`src/rtl/updown_sweep_ctrl.sv`:
```
// Configurable up/down sweep sequencer: steps a WIDTH-bit count between bounds under start/pause/stop.
// Optional macro UPDOWN_SWEEP_LIMIT_EN adds cfg_sweeps/done to end the sweep after N bound hits.
module updown_sweep_ctrl #(
    parameter int unsigned WIDTH   = 4,
    parameter int unsigned DWELL_W = 8
) (
    input  logic               Clk,
    input  logic               RST,
    input  logic               cfg_valid,
    output logic               cfg_ready,
    input  logic [WIDTH-1:0]   cfg_lo,
    input  logic [WIDTH-1:0]   cfg_hi,
    input  logic [1:0]         cfg_mode,
    input  logic [DWELL_W-1:0] cfg_dwell,
    output logic               cfg_err,
    input  logic               start,
    input  logic               pause,
    input  logic               stop,
    output logic [WIDTH-1:0]   count,
    output logic               dir,
    output logic               busy,
`ifdef UPDOWN_SWEEP_LIMIT_EN
    input  logic [7:0]         cfg_sweeps,
    output logic               done,
`endif
    output logic               bound_hit
);

    typedef enum logic [1:0] {
        S_IDLE  = 2'd0,
        S_ARMED = 2'd1,
        S_RUN   = 2'd2,
        S_HOLD  = 2'd3
    } state_t;

    state_t             r_state;
    logic [WIDTH-1:0]   r_lo;
    logic [WIDTH-1:0]   r_hi;
    logic [1:0]         r_mode;
    logic [DWELL_W-1:0] r_dwell;
    logic [DWELL_W-1:0] r_timer;
    logic [WIDTH-1:0]   r_count;
    logic               r_dir;
    logic               r_busy;
    logic               r_cfg_ready;
    logic               r_cfg_err;
    logic               r_bound_hit;

    logic [WIDTH-1:0]   w_next_count;
    logic               w_next_dir;
    logic               w_next_hit;
    logic               w_limit_reached;

`ifdef UPDOWN_SWEEP_LIMIT_EN
    logic [7:0]         r_sweeps;
    logic [7:0]         r_sweep_cnt;
    logic               r_done;
    logic [7:0]         w_sweep_inc;

    assign w_sweep_inc     = r_sweep_cnt + 8'(1);
    assign w_limit_reached = w_next_hit && (r_sweeps != 8'd0) && (w_sweep_inc == r_sweeps);
    assign done            = r_done;
`else
    assign w_limit_reached = 1'b0;
`endif

    assign count     = r_count;
    assign dir       = r_dir;
    assign busy      = r_busy;
    assign cfg_ready = r_cfg_ready;
    assign cfg_err   = r_cfg_err;
    assign bound_hit = r_bound_hit;

    // Value and direction the count takes on its next step.
    always_comb begin
        w_next_count = r_count;
        w_next_dir   = r_dir;
        case (r_mode)
            2'b00: w_next_count = (r_count == r_hi) ? r_lo : r_count + WIDTH'(1);
            2'b01: w_next_count = (r_count == r_lo) ? r_hi : r_count - WIDTH'(1);
            default: begin
                if (r_lo == r_hi) begin
                    w_next_dir = ~r_dir;
                end else if (!r_dir) begin
                    if (r_count == r_hi) begin
                        w_next_dir   = 1'b1;
                        w_next_count = r_hi - WIDTH'(1);
                    end else begin
                        w_next_count = r_count + WIDTH'(1);
                    end
                end else begin
                    if (r_count == r_lo) begin
                        w_next_dir   = 1'b0;
                        w_next_count = r_lo + WIDTH'(1);
                    end else begin
                        w_next_count = r_count - WIDTH'(1);
                    end
                end
            end
        endcase
    end

    assign w_next_hit = (w_next_count == r_lo) || (w_next_count == r_hi);

    // Sequencer state, stored configuration and all registered outputs.
    always_ff @(posedge Clk) begin
        if (!RST) begin
            r_state     <= S_IDLE;
            r_lo        <= '0;
            r_hi        <= '1;
            r_mode      <= 2'b00;
            r_dwell     <= '0;
            r_timer     <= '0;
            r_count     <= '0;
            r_dir       <= 1'b0;
            r_busy      <= 1'b0;
            r_cfg_ready <= 1'b1;
            r_cfg_err   <= 1'b0;
            r_bound_hit <= 1'b0;
`ifdef UPDOWN_SWEEP_LIMIT_EN
            r_sweeps    <= 8'd0;
            r_sweep_cnt <= 8'd0;
            r_done      <= 1'b0;
`endif
        end else begin
            r_cfg_err   <= 1'b0;
            r_bound_hit <= 1'b0;
`ifdef UPDOWN_SWEEP_LIMIT_EN
            r_done      <= 1'b0;
`endif
            case (r_state)
                S_IDLE: begin
                    if (cfg_valid) begin
                        if (cfg_lo <= cfg_hi) begin
                            r_lo        <= cfg_lo;
                            r_hi        <= cfg_hi;
                            r_mode      <= cfg_mode;
                            r_dwell     <= cfg_dwell;
                            r_count     <= cfg_mode[0] ? cfg_hi : cfg_lo;
                            r_dir       <= cfg_mode[0];
                            r_state     <= S_ARMED;
                            r_busy      <= 1'b1;
                            r_cfg_ready <= 1'b0;
`ifdef UPDOWN_SWEEP_LIMIT_EN
                            r_sweeps    <= cfg_sweeps;
                            r_sweep_cnt <= 8'd0;
`endif
                        end else begin
                            r_cfg_err <= 1'b1;
                        end
                    end
                end
                S_ARMED: begin
                    if (stop) begin
                        r_state     <= S_IDLE;
                        r_busy      <= 1'b0;
                        r_cfg_ready <= 1'b1;
                    end else if (!pause && start) begin
                        r_state <= S_RUN;
                        r_timer <= '0;
                    end
                end
                S_RUN: begin
                    if (stop) begin
                        r_state     <= S_IDLE;
                        r_busy      <= 1'b0;
                        r_cfg_ready <= 1'b1;
                    end else if (pause) begin
                        r_state <= S_HOLD;
                    end else if (r_timer == r_dwell) begin
                        r_timer     <= '0;
                        r_count     <= w_next_count;
                        r_dir       <= w_next_dir;
                        r_bound_hit <= w_next_hit;
`ifdef UPDOWN_SWEEP_LIMIT_EN
                        if (w_next_hit) begin
                            r_sweep_cnt <= w_sweep_inc;
                        end
                        r_done <= w_limit_reached;
`endif
                        if (w_limit_reached) begin
                            r_state     <= S_IDLE;
                            r_busy      <= 1'b0;
                            r_cfg_ready <= 1'b1;
                        end
                    end else begin
                        r_timer <= r_timer + DWELL_W'(1);
                    end
                end
                S_HOLD: begin
                    if (stop) begin
                        r_state     <= S_IDLE;
                        r_busy      <= 1'b0;
                        r_cfg_ready <= 1'b1;
                    end else if (!pause) begin
                        r_state <= S_RUN;
                    end
                end
                default: begin
                    r_state     <= S_IDLE;
                    r_busy      <= 1'b0;
                    r_cfg_ready <= 1'b1;
                end
            endcase
        end
    end

endmodule

```
`config.mk`:
```
export PLATFORM = sky130hd
export DESIGN_NAME = updown_sweep_ctrl
export DESIGN_NICKNAME = d
export VERILOG_FILES = /design/src/rtl/updown_sweep_ctrl.sv
export SDC_FILE = /design/constraint.sdc
export NUM_CORES = 1
export LEC_CHECK = 0
export CORE_MARGIN = 2
export CORE_UTILIZATION = 50
export DETAILED_ROUTE_END_ITERATION = 10
export PLACE_DENSITY = 0.8
export SLEW_MARGIN = 30
export SYNTH_ARGS = -nofsm -noshare
export SYNTH_HDL_FRONTEND = slang
export SYNTH_SLANG_ARGS = --single-unit
```
`constraint.sdc`:
```
create_clock -name Clk -period 3.59 [get_ports Clk]
set_clock_uncertainty 0.05 [all_clocks]
set_input_delay 0.718 -clock Clk [delete_from_list [all_inputs] [get_ports Clk]]
set_output_delay 0.718 -clock Clk [all_outputs]
set_load 0.01 [all_outputs]
```
# After elaboration in Yosys (flattened, before gate mapping)
# Index checks and enable logic that the tools add are counted.
[op_classes]
add_sub_neg = 5
n_lt_le_gt_ge = 1
n_eq_ne = 22
mux = 49
n_bitwise = 4
reduce_logical = 17
[op_table]
columns = ["op", "count"]
rows = [
  ["$mux W4", 12],
  ["$mux W8", 5],
  ["$eq A4 B4 Y1", 5],
  ["$mux W1", 17],
  ["$mux W2", 8],
  ["$ne A2 B2 Y1 const B", 8],
  ["$pmux W4 S2", 2],
  ["$pmux W8 S2", 1],
  ["$reduce_and A5 Y1", 2],
  ["$ne A3 B3 Y1 const B", 3],
  ["$reduce_and A3 Y1", 3],
  ["$add A4 B1 Y4 const B", 2],
  ["$add A8 B1 Y8 const B", 1],
  ["$eq A8 B8 Y1", 1],
  ["$pmux W2 S4", 1],
  ["$sub A4 B1 Y4 const B", 2],
  ["$reduce_and A7 Y1", 1],
  ["$pmux W1 S2", 3],
  ["$reduce_and A6 Y1", 1],
  ["$reduce_or A5 Y1", 1],
  ["$eq A2 B1 Y1 const B", 2],
  ["$eq A2 B2 Y1 const B", 2],
  ["$le A4 B4 Y1", 1],
  ["$logic_not A2 Y1", 2],
  ["8 further kinds", 12],
]
[totals]
regBits = 37
out_inout_bits = 9
word_cells = 110

# Depth between registers and ports, before layout
[depth]
ltp_word = 9
mapped_depth = 11
ltp_nobuf = 10

# Least setup slack after synthesis
# OpenSTA, ideal clock, no wires.
[synth_timing]
kind = "input port to flip-flop"
start = "input cfg_hi[1]"
end = "register r_mode[1]"
setup_ns = 0.128
arrival_time_ns = 2.578
required_ns = 3.412
path_slack_ns = 0.834
cell_stages = 10
n_path_buf = 1
path_cell_list = "inv_1 ha_1 nor2b_1 o21a_1 o21a_1 o21ai_0 nand3_1 clkbuf_1 mux2i_1 nor2_1"
[synth_between]
elab_chain_len = 2
[synth_lines]
columns = ["item", "line_no", "text"]
rows = [
  ["start, declared", "12", "input logic [WIDTH-1:0] cfg_hi,"],
  ["$le A4 B4 Y1", "134", "if (cfg_lo <= cfg_hi) begin"],
  ["$reduce_and A3 Y1 (no line)", "n/a", ""],
  ["end signal, assigned", "137", "r_mode <= cfg_mode;"],
  ["end, declared", "39", "logic [1:0] r_mode;"],
]
# Every way passes these cells.
# A chain may end at the register's enable or synchronous reset.

# Final worst setup path
[layout_timing]
start = "input cfg_hi[1]"
end = "register r_dir (netlist: dir)"
[layout_between]
elab_chain_len = 3
[layout_lines]
columns = ["item", "line_no", "text"]
rows = [
  ["$le A4 B4 Y1", "134", ""],
  ["$ne A2 B2 Y1 (no line)", "n/a", ""],
  ["$reduce_and A7 Y1 (no line)", "n/a", ""],
  ["end signal, assigned", "140", "r_dir <= cfg_mode[0];"],
  ["end signal, assigned", "173", "r_dir <= w_next_dir;"],
  ["end, declared", "43", "logic r_dir;"],
]
# Every way passes these cells.

==> metrics.txt <==
status=finished clean; final setup violating endpoints=0; core area=0.00475 mm^2; Hold-fix buffers, CTS=0; fmax=335 MHz; starting density of the core=51.9%; measured slew at the worst slew-check pin=645 ps; largest net degree at the start of global routing=17; Worst EP required=3740 ps; port bufs=32; Syn Inst Count=285; Die Y=74.3 um; detailed placement HPWL=4060 um; first-pass GRT wire length=9160 um; Mean Syn Cell Area=8.67 um^2; Diodes inserted=0; Post-Synth Simple-Gate Area=18.2%; H-tree Lvls=2; Post-synth top flop=dfxtp_1; count of final max-slew check failures=0; Yosys warning count=0; Worst setup EP type=register; Worst EP arrival=3140 ps; post-DR vias/cell=5.37; EDFF count, synth=0; die area=0.00552 mm^2; Post-Place Cells=374; final setup TNS=0 ps; CP max FO=7; layout cells sized above 1=7.62%; post-synth cell types=42; Area Growth Syn to Fin=18.7%; drt drc=0; final period utilization=83.2%; fill cell count=414; Final #Nets=347; Reg clk slew, reported paths=70 ps; clk buf depth=2; Worst path top cell family by delay=compound AO/OA/AOI/OAI gates; mux cell area share after synthesis=14.3%; post-route ant nets=0; Post-Syn Nets=318; Crit path buffers/inverters=2; synthesized cell area=0.00247 mm^2; CTS tree=built; Synth async-reset ratio=0%; Root Driver=clkbuf_8; largest area contributor in the netlist=dfxtp_1; number of hold violations in the final report=0; total CTS buffers=5; xor and xnor area share after synthesis=15.9%; complex-gate fraction of the synthesized area=10.9%; iteration-0 DRC count of the detailed router=172; CTS Sinks=37; critical path class=primary input to register; crit path time final=2990 ps; Peak VDD IR=0.269 mV; final WL=5440 um; area fraction of the dominant cell type after synthesis=30.0%; post-synthesis sequential area ratio=30.0%; main combinational cell family by area after synthesis=simple AND/OR/NAND/NOR gates; buffer count from post-CTS setup fixing=0; PwrDens=384 mW/mm^2; Slew HR=56.8%; I/O Pins=33; row cnt=25; GRT overflow=0; non-filler instance count after layout=382; Startpoint Class=primary input; top-count cell post-synth=dfxtp_1; CP max-delay cell=clkdlybuf4s50_1; Leak Pwr=1.25 nW; CP cell instances=clkdlybuf4s50_1 -> inv_1 -> ha_1 -> nor2b_1 -> o21a_1 -> o21a_1 -> o21ai_0 -> a31oi_1 -> nor2_1 -> nor2_1 -> a211oi_1; vias in the first global route=1951; DR WL/cell=14.2 um; die width=74.3 um; post-cts resize count=0; routability cong.=0.967; synth cell count leaders=dfxtp_1, nor2_1, mux2i_1; CP max stage delay=470 ps; Adder-Cell Fraction of Synth Area=4.56%; max cap viols=0; Seq cells post-synth=37; RSZ-0062 raised after global routing=no; number of detailed-route iterations in the first pass=4; Clk Latency, worst-skew pair=290 ps; Hold WC Path Type=register to register; initial antenna violation count=0; Total GRT Usage=21.6%; Synth area leaders=dfxtp_1, mux2i_1, xnor2_1; Vias=2052
==> final timing paths <==
check	start	end	slack, ps	depth (start not counted)
max	cfg_hi[1]	dir$_SDFFE_PN0P_	600	11
min	busy$_SDFFE_PN0P_	busy$_SDFFE_PN0P_	420	2
max reg2reg	count[2]$_SDFFE_PN0P_	bound_hit$_SDFF_PP0_	810	7
min reg2reg	busy$_SDFFE_PN0P_	busy$_SDFFE_PN0P_	420	2
==> per-stage QoR <==
step / cell area (um^2) / setup slack (ps) / utilization [%] / power (mW) / hold slack (ps)
detailed placement: 2830 / 334 / 59.6 / 0.814 / 414
floorplan: 2470 / 834 / - / 0.717 / 435
finish: 2930 / 603 / 61.7 / 1.13 / 419
CTS: 2930 / 637 / 61.7 / 1.13 / 420
global placement: 2830 / 400 / 59.6 / 0.805 / 410
global route: 2930 / 419 / 61.7 / 1.18 / 447
==> layout by cell type (no fill, tap or decap), drive strengths merged, types with 3 or more instances in the layout <==
cell,n
o21a,3
nand4,8
a21oi,6
nor2b,9
inv,15
nor3,5
clkbuf,7
clkdlybuf4s50,32
xor2,14
mux2i,33
nand2,22
dfxtp,37
ha,9
o211ai,5
nand3,7
buf,7
xnor2,30
nor2,36
o21ai,4
==> final cells by class <==
type | count | area [um^2] | share of cell area (%)
timing repair buffer | 39 | 373 | 12.7
inverter | 15 | 56.3 | 1.92
multi-input combinational | 216 | 1580 | 53.8
sequential | 37 | 741 | 25.3
clock inverter | 1 | 5.00 | 0.171
tap | 67 | 83.8 | 2.86
clock buffer | 7 | 96.3 | 3.28
==> power breakdown <==
group	switching, mW	internal [mW]	total [mW]
registers	0.0385	0.436	0.474
clock network	0.146	0.173	0.319
logic	0.161	0.172	0.333
total	0.345	0.781	1.13
==> logic make-up after synthesis <==
| family | after synthesis |
|---|---|
| simple gates | 94 |
| buf+inv | 32 |
| xor+xnor | 44 |
| compound gates | 34 |
| flops | 37 |
| mux | 35 |
| fa+ha+maj | 9 |
==> worst min-delay path, cell delays in order, from the launching register on <==
cell,delay [ps]
dfxtp_1,310
nand2_1,40
a21boi_0,70
==> layer usage <==
layer | routed length, um | up-vias | GRT usage, % | part of all wire (%)
met5 | 0 | - | 0 | 0
met4 | 85 | 0 | 5.56 | 1.6
met3 | 265 | 11 | 4.20 | 4.9
met2 | 2690 | 52 | 37.8 | 49
met1 | 2400 | 955 | 27.3 | 44
li1 | - | 1034 | - | -
==> registers in the layout, indices dropped and copies added (netlist names) <==
name / flops
busy: 1
r_timer: 8
count: 4
r_dwell: 8
cfg_ready: 1
r_hi: 4
r_lo: 4
dir: 1
bound_hit: 1
cfg_err: 1
r_state: 2
r_mode: 2
(Power assumes the default switching activity.)
